## src/rtl/bandgap_ctrl.sv

```systemverilog
// rtl/bandgap_ctrl.sv - shared BANDGAP enable/settle/hold-off controller for NREQ requesters
// Optional build macro BG_FORCE_EN adds a force_on input that keeps the bandgap up without granting.
module bandgap_ctrl #(
    parameter int NREQ          = 4,
    parameter int SETTLE_CYCLES = 1024,
    parameter int HOLD_CYCLES   = 256,
    parameter int CNT_W         = 16
) (
    input  logic            clk,
    input  logic            rst,
    input  logic [NREQ-1:0] req,
`ifdef BG_FORCE_EN
    input  logic            force_on,
`endif
    output logic [NREQ-1:0] ack,
    output logic            bgen,
    output logic            ready,
    output logic [1:0]      state_o,
    output logic [15:0]     enable_count
);

    typedef enum logic [1:0] {
        ST_OFF      = 2'd0,
        ST_SETTLING = 2'd1,
        ST_ON       = 2'd2,
        ST_HOLD     = 2'd3
    } state_t;

    localparam logic [CNT_W-1:0] SETTLE_LOAD = CNT_W'(SETTLE_CYCLES - 1);
    localparam logic [CNT_W-1:0] HOLD_LOAD   = CNT_W'(HOLD_CYCLES - 1);

    state_t           state;
    state_t           state_next;
    logic [CNT_W-1:0] cnt;
    logic [CNT_W-1:0] cnt_next;
    logic [NREQ-1:0]  req_q;
    logic             enable_inc;
    logic             any;

`ifdef BG_FORCE_EN
    logic force_q;

    always_ff @(posedge clk) begin
        if (rst) begin
            force_q <= 1'b0;
        end else begin
            force_q <= force_on;
        end
    end

    assign any = (|req_q) | force_q;
`else
    assign any = |req_q;
`endif

    always_ff @(posedge clk) begin
        if (rst) begin
            state        <= ST_OFF;
            cnt          <= '0;
            req_q        <= '0;
            enable_count <= '0;
        end else begin
            state <= state_next;
            cnt   <= cnt_next;
            req_q <= req;
            if (enable_inc && (enable_count != 16'hFFFF)) begin
                enable_count <= enable_count + 16'd1;
            end
        end
    end

    // A dropped demand always beats an expiring counter while settling, and a
    // returning demand always beats an expiring counter during hold-off.
    always_comb begin
        state_next = state;
        cnt_next   = cnt;
        enable_inc = 1'b0;
        case (state)
            ST_OFF: begin
                if (any) begin
                    state_next = ST_SETTLING;
                    cnt_next   = SETTLE_LOAD;
                    enable_inc = 1'b1;
                end
            end
            ST_SETTLING: begin
                if (!any) begin
                    state_next = ST_OFF;
                end else if (cnt == '0) begin
                    state_next = ST_ON;
                end else begin
                    cnt_next = cnt - 1'b1;
                end
            end
            ST_ON: begin
                if (!any) begin
                    state_next = ST_HOLD;
                    cnt_next   = HOLD_LOAD;
                end
            end
            ST_HOLD: begin
                if (any) begin
                    state_next = ST_ON;
                end else if (cnt == '0) begin
                    state_next = ST_OFF;
                end else begin
                    cnt_next = cnt - 1'b1;
                end
            end
            default: begin
                state_next = ST_OFF;
            end
        endcase
    end

    assign bgen    = (state != ST_OFF);
    assign ready   = (state == ST_ON) || (state == ST_HOLD);
    assign ack     = (state == ST_ON) ? req_q : '0;
    assign state_o = state;

endmodule

```

## config.mk

```make
export PLATFORM = sky130hd
export DESIGN_NAME = bandgap_ctrl
export DESIGN_NICKNAME = d
export VERILOG_FILES = /design/src/rtl/bandgap_ctrl.sv
export SDC_FILE = /design/constraint.sdc
export NUM_CORES = 1
export LEC_CHECK = 0
export CAP_MARGIN = 20
export CORE_ASPECT_RATIO = 0.8
export CORE_MARGIN = 3
export CORE_UTILIZATION = 45
export CTS_BUF_LIST = sky130_fd_sc_hd__clkbuf_8
export CTS_CLUSTER_SIZE = 40
export DETAILED_ROUTE_END_ITERATION = 8
export GPL_ROUTABILITY_DRIVEN = 1
export PLACE_DENSITY_LB_ADDON = 0.1
export SETUP_SLACK_MARGIN = 0.05
export SLEW_MARGIN = 20
export SYNTH_ARGS = -nofsm -noshare
export SYNTH_HDL_FRONTEND = slang
export SYNTH_SLANG_ARGS = --single-unit
```

## constraint.sdc

```tcl
create_clock -name clk -period 5.2 [get_ports clk]
set_input_delay 0.52 -clock clk [delete_from_list [all_inputs] [get_ports clk]]
set_output_delay 0.52 -clock clk [all_outputs]
set_load 0.02 [all_outputs]
```

Word-level counts from Yosys, hierarchy flattened
Index checks and enable logic that the tools add are counted.

Equal/unequal tests: 10. Reduce and logical (&&, ||, !) cells: 8. Mux-type cells: 16. Add/sub/neg operators: 2.

Operator list (number): $mux W16 (5); $pmux W16 S4 (1); $add A16 B1 Y16 const B (1); $logic_not A16 Y1 (1); $ne A16 B16 Y1 const B (1); $sub A16 B1 Y16 const B (1); $mux W2 (6); $ne A2 B2 Y1 const B (4); $pmux W2 S4 (1); $reduce_and A4 Y1 (2); $ne A3 B3 Y1 const B (2); $eq A2 B2 Y1 const B (2); $mux W4 (1); $reduce_or A4 Y1 (1); $eq A2 B1 Y1 const B (1); $logic_not A2 Y1 (1); $mux W1 (2); $reduce_bool A2 Y1 (1); $logic_and A1 B1 Y1 (1); $logic_or A1 B1 Y1 (1).

Output and inout port bits: 24. Word-level logic and storage cells: 40. Bits of input ports: 6. Bits in registers: 38.

Logic depth before layout (Yosys ltp)
Gate-level depths: netlist of the first run.

Depth in word-level cells: 4. Gate-level depth with buffers: 9. Depth with buffers taken out: 7.

Worst setup path after synthesis of the first run
Ideal clock, no wire load.

Path type: register -> register. From: reg (tool-made name). To: reg enable_count[15]. Buffers on the path: 0. Required time: 5.130 ns. Clock period less this slack: 2.240 ns. Path slack: 2.960 ns. Cell stages (with the launch flop): 7. Setup time: 0.070 ns. Data arrival time: 2.170 ns. Cell sequence: dfxtp_1 nor2_1 inv_1 or4_4 or3_4 or4_1 a21oi_1.

RTL lines: to (signal assigned) (line 67) `enable_count <= enable_count + 16'd1;`; to (decl) (line 19) `output logic [15:0] enable_count`.

Worst setup path after layout of the first run
From: reg state[0] (netlist: state_o[0]). To: reg enable_count[13].

Cells in the longest elaborated chain, start to end: 3.

Ends and longest elaborated chain: from (decl) (line 32) `state_t state;`; from (signal assigned) (line 63) `state <= state_next;`; $logic_not A2 Y1 (line 78) `case (state)`; $mux W1 (line 78); $logic_and A1 B1 Y1 (line 66) `if (enable_inc && (enable_count != 16'hFFFF)) begin`.

Every way passes these cells. A chain may end at the register's enable or synchronous reset.

==> impl_metrics.tcl, run 1 <==
set metrics [dict create \
    status "finished clean" \
    synth_edf_count 0 \
    drive_gt1_share_pct 6.61 \
    worst_path_max_delay_cell "or4_4" \
    fp.dieH_um 64.0 \
    power_density_nw_per_um2 273 \
    ant_nets 0 \
    cp_data_required_time_ps 5420 \
    path_class "reg2reg" \
    netlist-cell-type-count 44 \
    worst_slack_ps 2820 \
    cpPeakStageDelay_ps 560 \
    final_cell_mix "38 x dfxtp_1, 29 x clkdlybuf4s50_1, 23 x nor2_1" \
    synth_xor_area_share_pct 6.95 \
    rsz0062_at_grt "false" \
    fin_skew_ps 6.71 \
    cts_num_sinks 38 \
    place_ws_ps 2830 \
    place_congestion 0.831 \
    num-nets-final 250 \
    hpwl_um 2940 \
    drv_cap 0 \
    cp-start-kind "register" \
    fillers 359 \
    initial_utilization_pct 48.1 \
    grt_pass1_vias 1451 \
    synth_fa_ha_area_share_pct 1.32 \
    seq_area_frac_synth_pct 40.2 \
    cts_resized 0 \
    yosys_warnings 0 \
    grt-ovfl-total 0 \
    wl_um 4080 \
    hold_buffers 0 \
    layout_min_cycle_time_ps 2380 \
    cp.arrival_ps 2600 \
    path_clk_slew_ps 80 \
    synthCells 215 \
    fmax_ghz 0.420 \
    drc_errors 0 \
    synth-seq-cells 38 \
    postSynth.asyncResetShare_pct 0 \
    setup_violations 0 \
    grt_pass1_wl_um 7020 \
    syn_nets 223 \
    cts_buffers 5 \
    max_slew_margin_pct 42.9 \
    cp_cell_sequence "nor2_1, inv_1, or4_4, or3_4, or4_1, a21oi_1" \
    hold_viol 0 \
    port_buffers 29 \
    p_total_w 0.000623 \
    synth_ff_type "dfxtp_1" \
    drv_slew 0 \
    n_antenna_cell 0 \
    placed_cells 290 \
    area_growth_pct 20.6 \
    syn_area_um2 1890 \
    fin_hold_ws_ps 481 \
    final_common_cell "dfxtp_1" \
    finalSetupTns_ps 0 \
    track_usage_pct 17.3 \
    cts_tree "done" \
    rows 20 \
    htree_levels 2 \
    synth_top_family_by_area "simple AND/OR/NAND/NOR gates" \
    tightest_slew_ps 851 \
    end_kind "register" \
    cts_buffer_depth 2 \
    crit_family "simple AND/OR/NAND/NOR gates" \
    fp.dieArea_um2 5020 \
    period_share_pct 45.8 \
    wl_per_cell_um 13.7 \
    die_w_um 78.5 \
    hold_class "reg2reg" \
    num_vias 1628 \
    synth_compound_area_share_pct 18.6 \
    grt_max_degree 36 \
    cts-root-buf "clkbuf_8" \
    clock_latency_ps 290 \
    synthMuxAreaShare_pct 0.529 \
    cts_setup_buffers 0 \
    synth.avg_cell_area_um2 8.79 \
    synthSimpleGateAreaFrac_pct 27.3 \
    first_pass_iters 4 \
    antenna_found_initial 0 \
    multi_input_area_um2 1030 \
    static-leakage-power_nw 0.788 \
    vias_per_cell 5.48 \
    cp_max_fo 13 \
    boundaryPins 30 \
    seq_area_um2 761 \
    peakVddDrop_v 0.000215 \
    crit_buf_inv 1 \
    fin_cells 297 \
    drtIter0Drc 128 \
    coreArea_um2 3930 \
]
-- cells by family after synthesis --
kind of cell / Yosys count
fa+ha+maj: 2
xor+xnor: 15
compound gates: 47
flops: 38
simple gates: 91
buf+inv: 21
mux: 1
-- worst min-delay path: stages, from the launching register on --
cell and delay [ps]:
dfxtp_1 320, o211ai_1 80, nand2_1 50
-- sequential cells by signal, summed over array words and instances, names as in the netlist, named ones only --
name,flops
enable_count,16
state_o,1
req_q,4
cnt,16
-- power breakdown --
part | internal [W] | switching, W | leakage (nW)
clock network | 0.0000885 | 0.0000992 | 0.0466
logic | 0.0000462 | 0.0000600 | 0.431
registers | 0.000308 | 0.0000213 | 0.311
-- stage by stage --
step	utilization, %	area (µm²)
6_report	58.0	2280
5_1_grt	58.0	2280
4_1_cts	58.0	2280
3_5_place_dp	56.1	2200
3_3_place_gp	56.1	2200
2_1_floorplan	-	1890
-- cell type report --
type | count | area share [%]
clock inverters | 2 | 0.329
flip-flops and latches | 38 | 33.4
multi-input cells | 156 | 45.4
well taps | 55 | 3.02
inverters | 11 | 1.81
repair buffers | 30 | 13.1
clock buffers | 5 | 3.02
-- layer usage --
metal	vias to the layer above	track usage [%]	wire length (µm)
li1	840	-	-
met4	0	5.90	46
met5	-	0	0
met2	50	22.6	1530
met1	731	26.9	2240
met3	7	4.51	262
-- synthesized netlist by cell type, drive strengths merged, types with 3 or more instances --
cell type / number / area [µm²]
a211oi: 6 / 45.0
a311oi: 5 / 43.8
xnor2: 8 / 70.1
nor2b: 5 / 31.3
a31oi: 3 / 18.8
dfxtp: 38 / 761
inv: 11 / 41.3
a21oi: 10 / 50.1
nand2: 8 / 30.0
nand2b: 5 / 38.8
a21o: 3 / 22.5
clkbuf: 7 / 26.3
nor4: 7 / 50.1
nand3: 7 / 35.0
or3: 7 / 53.8
xor2: 7 / 61.3
nor3: 9 / 45.0
or2: 3 / 18.8
or4: 6 / 48.8
and2: 5 / 31.3
o31ai: 6 / 58.8
buf: 3 / 27.5
nor2: 23 / 86.3
o311ai: 3 / 26.3
-- path summary, 6_finish.rpt --
check	endpoint	slack [ps]	cells after the start	from
setup reg to reg	enable_count[13]	2820	6	state_o[0]
hold / removal	cnt[14]	480	2	cnt[14]
setup / recovery	enable_count[13]	2820	6	state_o[0]
hold reg to reg	cnt[14]	480	2	cnt[14]
(Power assumes the default switching activity.)
==> run 2: changes to the inputs <==
==> constraint.sdc (replaced) <==
create_clock -name clk -period 2.17 [get_ports clk]
set_input_delay 0.217 -clock clk [delete_from_list [all_inputs] [get_ports clk]]
set_output_delay 0.217 -clock clk [all_outputs]
set_load 0.02 [all_outputs]
==> impl_metrics.tcl, run 2 (synthesis results as in run 1) <==
set metrics [dict create \
    fp.dieH_um 64.0 \
    fin_cells 320 \
    drive_gt1_share_pct 22.6 \
    r2r_slack_ps 90 \
    cts_buffer_depth 2 \
    fin_util_pct 64.7 \
    power_density_nw_per_um2 619 \
    port_buffers 29 \
    hold_buffers 0 \
    setup_violations 0 \
    boundaryPins 30 \
    reg2reg_depth 7 \
    busiest_layer "met1" \
    finalSetupTns_ps 0 \
    placed_cells 308 \
    holdPathStages 1 \
    rows 20 \
    clock_latency_ps 290 \
    cp.arrival_ps 2320 \
    path_clk_slew_ps 70 \
    antenna_found_initial 0 \
    cp-start-kind "register" \
    ant_nets 0 \
    coreArea_um2 3930 \
    drtIter0Drc 108 \
    final_cell_mix "33 x dfxtp_1, 29 x clkdlybuf4s50_1, 23 x buf_4" \
    rr_endpoint "cnt[14]" \
    rsz0062_at_grt "true" \
    pwr-share-clk_pct 28.4 \
    max_slew_margin_pct 70.8 \
    power_frac_seq_pct 49.5 \
    p_sw_share_pct 28.9 \
    fmax_ghz 0.480 \
    drv_slew 0 \
    end_kind "register" \
    peakVddDrop_v 0.000474 \
    grt_pass1_wl_um 7830 \
    worst_slack_ps 86.9 \
    static-leakage-power_nw 0.924 \
    fin_skew_ps 6.47 \
    tightest_slew_ps 435 \
    grtUsageMet2_pct 27.7 \
    cp_max_fo 6 \
    final_common_cell "dfxtp_1" \
    cts_tree "done" \
    status "finished clean" \
    holdPathEnd "cnt[0]" \
    grt_pass1_vias 1654 \
    wl_um 4580 \
    layout_min_cycle_time_ps 2080 \
    hold_class "reg2reg" \
    largestRegisters "cnt x16, enable_count x16, req_q x4" \
    p_switching_w 0.000454 \
    initial_utilization_pct 48.1 \
    area_growth_pct 34.4 \
    hold_start "cnt[0]" \
    num-nets-final 273 \
    cts-root-buf "clkbuf_8" \
    track_usage_pct 19.5 \
    grt_use_met1_pct 28.9 \
    period_share_pct 96.0 \
    die_w_um 78.5 \
    grt-ovfl-total 0 \
    path_class "reg2reg" \
    drc_errors 0 \
    hold_viol 0 \
    r2r_start "cnt[1]" \
    p_comb_share_pct 22.1 \
    drv_cap 0 \
    n_antenna_cell 0 \
    fp.dieArea_um2 5020 \
    cp_data_required_time_ps 2410 \
    place_ws_ps 50.4 \
    vias_per_cell 5.43 \
    p_total_w 0.00157 \
    wl_per_cell_um 14.3 \
    p_int_w 0.00112 \
    cts_buffers 5 \
    grtUsageMet3_pct 4.79 \
    place_congestion 0.883 \
    first_pass_iters 4 \
    hpwl_um 3240 \
    cts_num_sinks 38 \
    grt_max_degree 34 \
    num_vias 1739 \
    htree_levels 2 \
]
run 2: cell types whose count changed in the layout (fill, tap and decap cells not counted), sizes merged:
cell and change:
buf +23
run 2: repair_timing:
action	4_1_cts	5_1_grt
resized for setup	1	15
setup endpoints to repair	2	15
endpoints found under the hold margin	0	0
pin swaps	0	7
setup buffers	0	5
run 2: metal layers:
metal | vias to the layer above | wire length (µm) | share of wire [%]
met4 | 0 | 38 | 0.83
li1 | 884 | - | -
met1 | 811 | 2410 | 53
met5 | - | 0 | 0
met2 | 38 | 1950 | 43
met3 | 6 | 180 | 3.9
run 2: per-stage QoR:
stage          instance area, µm²  hold WS, ps
2_1_floorplan                1920          345
3_3_place_gp                 2360          462
3_5_place_dp                 2360          461
4_1_cts                      2440          473
5_1_grt                      2540          498
6_report                     2540          471
run 2: power groups by stage:
stage                     clock network (W)  registers, W  logic, W
after floorplan                           0      0.000801  0.000205
after global placement                    0      0.000792  0.000326
after detailed placement                  0      0.000792  0.000326
after CTS                          0.000458      0.000777  0.000331
after global routing               0.000509      0.000786  0.000383
final                              0.000446      0.000779  0.000347
run 2: worst max-delay path: stages, from the launching register on:
cell      delay [ps]
dfxtp_2          340
inv_2             60
ha_4             150
nand2b_4          80
or4_4            420
or4b_4           500
or4_1            410
nand2_1           70
run 2: worst max path at each step:
stage	start	to	slack [ps]	depth (start not counted)
detailed placement	cnt[5]	cnt[15]	50	5
global route	cnt[1]	cnt[14]	7	7
CTS	cnt[12]	cnt[8]	60	5
finish	cnt[1]	cnt[14]	90	7
global placement	cnt[5]	cnt[13]	40	5
floorplan	cnt[1]	cnt[14]	40	8
run 2: layout make-up:
cell class / instances / area (µm²)
Clock buffer: 5 / 68.8
Clock inverter: 2 / 7.51
Fill cell: 351 / 1390
Inverter: 11 / 41.3
Multi-Input combinational cell: 156 / 1110
Sequential cell: 38 / 769
Tap cell: 55 / 68.8
Timing Repair Buffer: 53 / 474
==> run 3: changes to the inputs <==
--- a/config.mk
+++ b/config.mk
@@ -14,6 +14,7 @@
 export DETAILED_ROUTE_END_ITERATION = 8
 export GPL_ROUTABILITY_DRIVEN = 1
 export PLACE_DENSITY_LB_ADDON = 0.1
+export REMOVE_ABC_BUFFERS = 1
 export SETUP_SLACK_MARGIN = 0.05
 export SLEW_MARGIN = 20
 export SYNTH_ARGS = -nofsm -noshare
==> impl_metrics.tcl, run 3 (synthesis results as in run 1) <==
set metrics [dict create \
    boundaryPins 30 \
    end_kind "register" \
    p_sw_share_pct 28.5 \
    drive_gt1_share_pct 20.7 \
    cts_num_sinks 38 \
    die_w_um 78.5 \
    tightest_slew_ps 592 \
    cts-root-buf "clkbuf_8" \
    track_usage_pct 19.6 \
    wl_um 4520 \
    path_class "reg2reg" \
    rr_endpoint "cnt[14]" \
    hpwl_um 3320 \
    area_growth_pct 35.1 \
    drv_slew 0 \
    peakVddDrop_v 0.000417 \
    max_slew_margin_pct 60.2 \
    worst_path_max_delay_cell "or4b_4" \
    power_frac_seq_pct 49.2 \
    fin_skew_ps 3.42 \
    cts_buffers 5 \
    p_switching_w 0.000449 \
    grt_pass1_wl_um 7830 \
    hold_viol 0 \
    n_antenna_cell 0 \
    cpPeakStageDelay_ps 550 \
    grt-ovfl-total 0 \
    r2r_start "cnt[0]" \
    clock_latency_ps 280 \
    path_clk_slew_ps 70 \
    pwr-share-clk_pct 28.0 \
    fp.dieH_um 64.0 \
    first_pass_iters 4 \
    wl_per_cell_um 13.9 \
    drtIter0Drc 121 \
    finalSetupTns_ps 0 \
    antenna_found_initial 0 \
    final_cell_mix "37 x dfxtp_1, 29 x clkdlybuf4s50_1, 29 x buf_4" \
    ant_nets 0 \
    cts_tree "done" \
    p_comb_share_pct 22.8 \
    cp-startpoint "cnt[0]" \
    cp_data_required_time_ps 2400 \
    rsz0062_at_grt "true" \
    port_buffers 29 \
    place_congestion 0.828 \
    static-leakage-power_nw 0.948 \
    cp_cell_sequence "inv_2, ha_4, nand2b_4, or4_4, or4b_4, or4_4, nand2_1" \
    r2r_slack_ps 80 \
    num_vias 1711 \
    cp_max_fo 3 \
    fp.dieArea_um2 5020 \
    hold_class "in2reg" \
    layout_min_cycle_time_ps 2090 \
    status "finished clean" \
    reg2reg_depth 7 \
    num-nets-final 278 \
    setup_violations 0 \
    fin_util_pct 65.0 \
    grt_max_degree 19 \
    largestRegisters "cnt x16, enable_count x16, req_q x4" \
    p_int_w 0.00113 \
    critPathCapture "cnt[14]" \
    cp.arrival_ps 2320 \
    period_share_pct 96.4 \
    grt_pass1_vias 1661 \
    p_total_w 0.00158 \
    cp-start-kind "register" \
    drc_errors 0 \
    htree_levels 2 \
    coreArea_um2 3930 \
    power_density_nw_per_um2 617 \
    vias_per_cell 5.26 \
    fmax_ghz 0.478 \
    final_common_cell "dfxtp_1" \
    crit_path_frequent_cell "or4_4" \
    initial_utilization_pct 48.1 \
    drv_cap 0 \
    rows 20 \
    cts_buffer_depth 2 \
]
run 3: repair_timing:
action,CTS,global route
setup endpoints to repair,3,10
resized for setup,3,12
pin swaps,0,1
hold buffers,0,0
setup buffers,0,4
run 3: metal layers:
layer / track usage [%] / vias up / share of wire [%]
li1: - / 889 / -
met1: 30.0 / 788 / 55
met2: 26.1 / 32 / 39
met3: 5.77 / 2 / 5.3
met4: 5.90 / 0 / 0.75
met5: 0 / - / 0
run 3: power groups by stage:
stage	clock, W	sequential, W	combinational, W
CTS	0.000459	0.000771	0.000344
floorplan	0	0.000802	0.000167
global route	0.000487	0.000780	0.000399
finish	0.000441	0.000774	0.000360
global placement	0	0.000785	0.000331
detailed placement	0	0.000786	0.000334
run 3: worst min path at each step:
stage	from	endpoint	slack (ps)	cells after the start
after global routing	req[3]	req_q[3]	480	2
final	req[3]	req_q[3]	480	2
after CTS	req[3]	req_q[3]	480	2
after detailed placement	cnt[14]	cnt[14]	470	2
after global placement	cnt[14]	cnt[14]	470	2
after floorplan	rst	cnt[6]	290	1
run 3: stage by stage:
step | setup WS, ps | cell area (µm²) | hold slack, ps | std cells
4_1_cts | 64.7 | 2480 | 477 | 321
3_3_place_gp | 69.0 | 2380 | 474 | 314
3_5_place_dp | 22.7 | 2380 | 475 | 314
5_1_grt | 11.8 | 2550 | 485 | 325
6_report | 77.3 | 2550 | 483 | 325
2_1_floorplan | -163 | 1840 | 286 | 205
run 3: worst max-delay path, delay by kind of cell, from the launching register on:
kind	cells	cell delay, ps
adder cells (fa/ha/maj)	1	150
flip-flops	1	320
buffers and inverters	1	70
AND/OR/NAND/NOR	5	1500
run 3: layout make-up:
type / count / area (µm²)
tap: 55 / 68.8
inverter: 11 / 41.3
clock buffer: 5 / 68.8
timing repair buffer: 58 / 508
multi-input combinational: 156 / 1100
sequential: 38 / 762
clock inverter: 2 / 7.51
fill: 371 / 1370
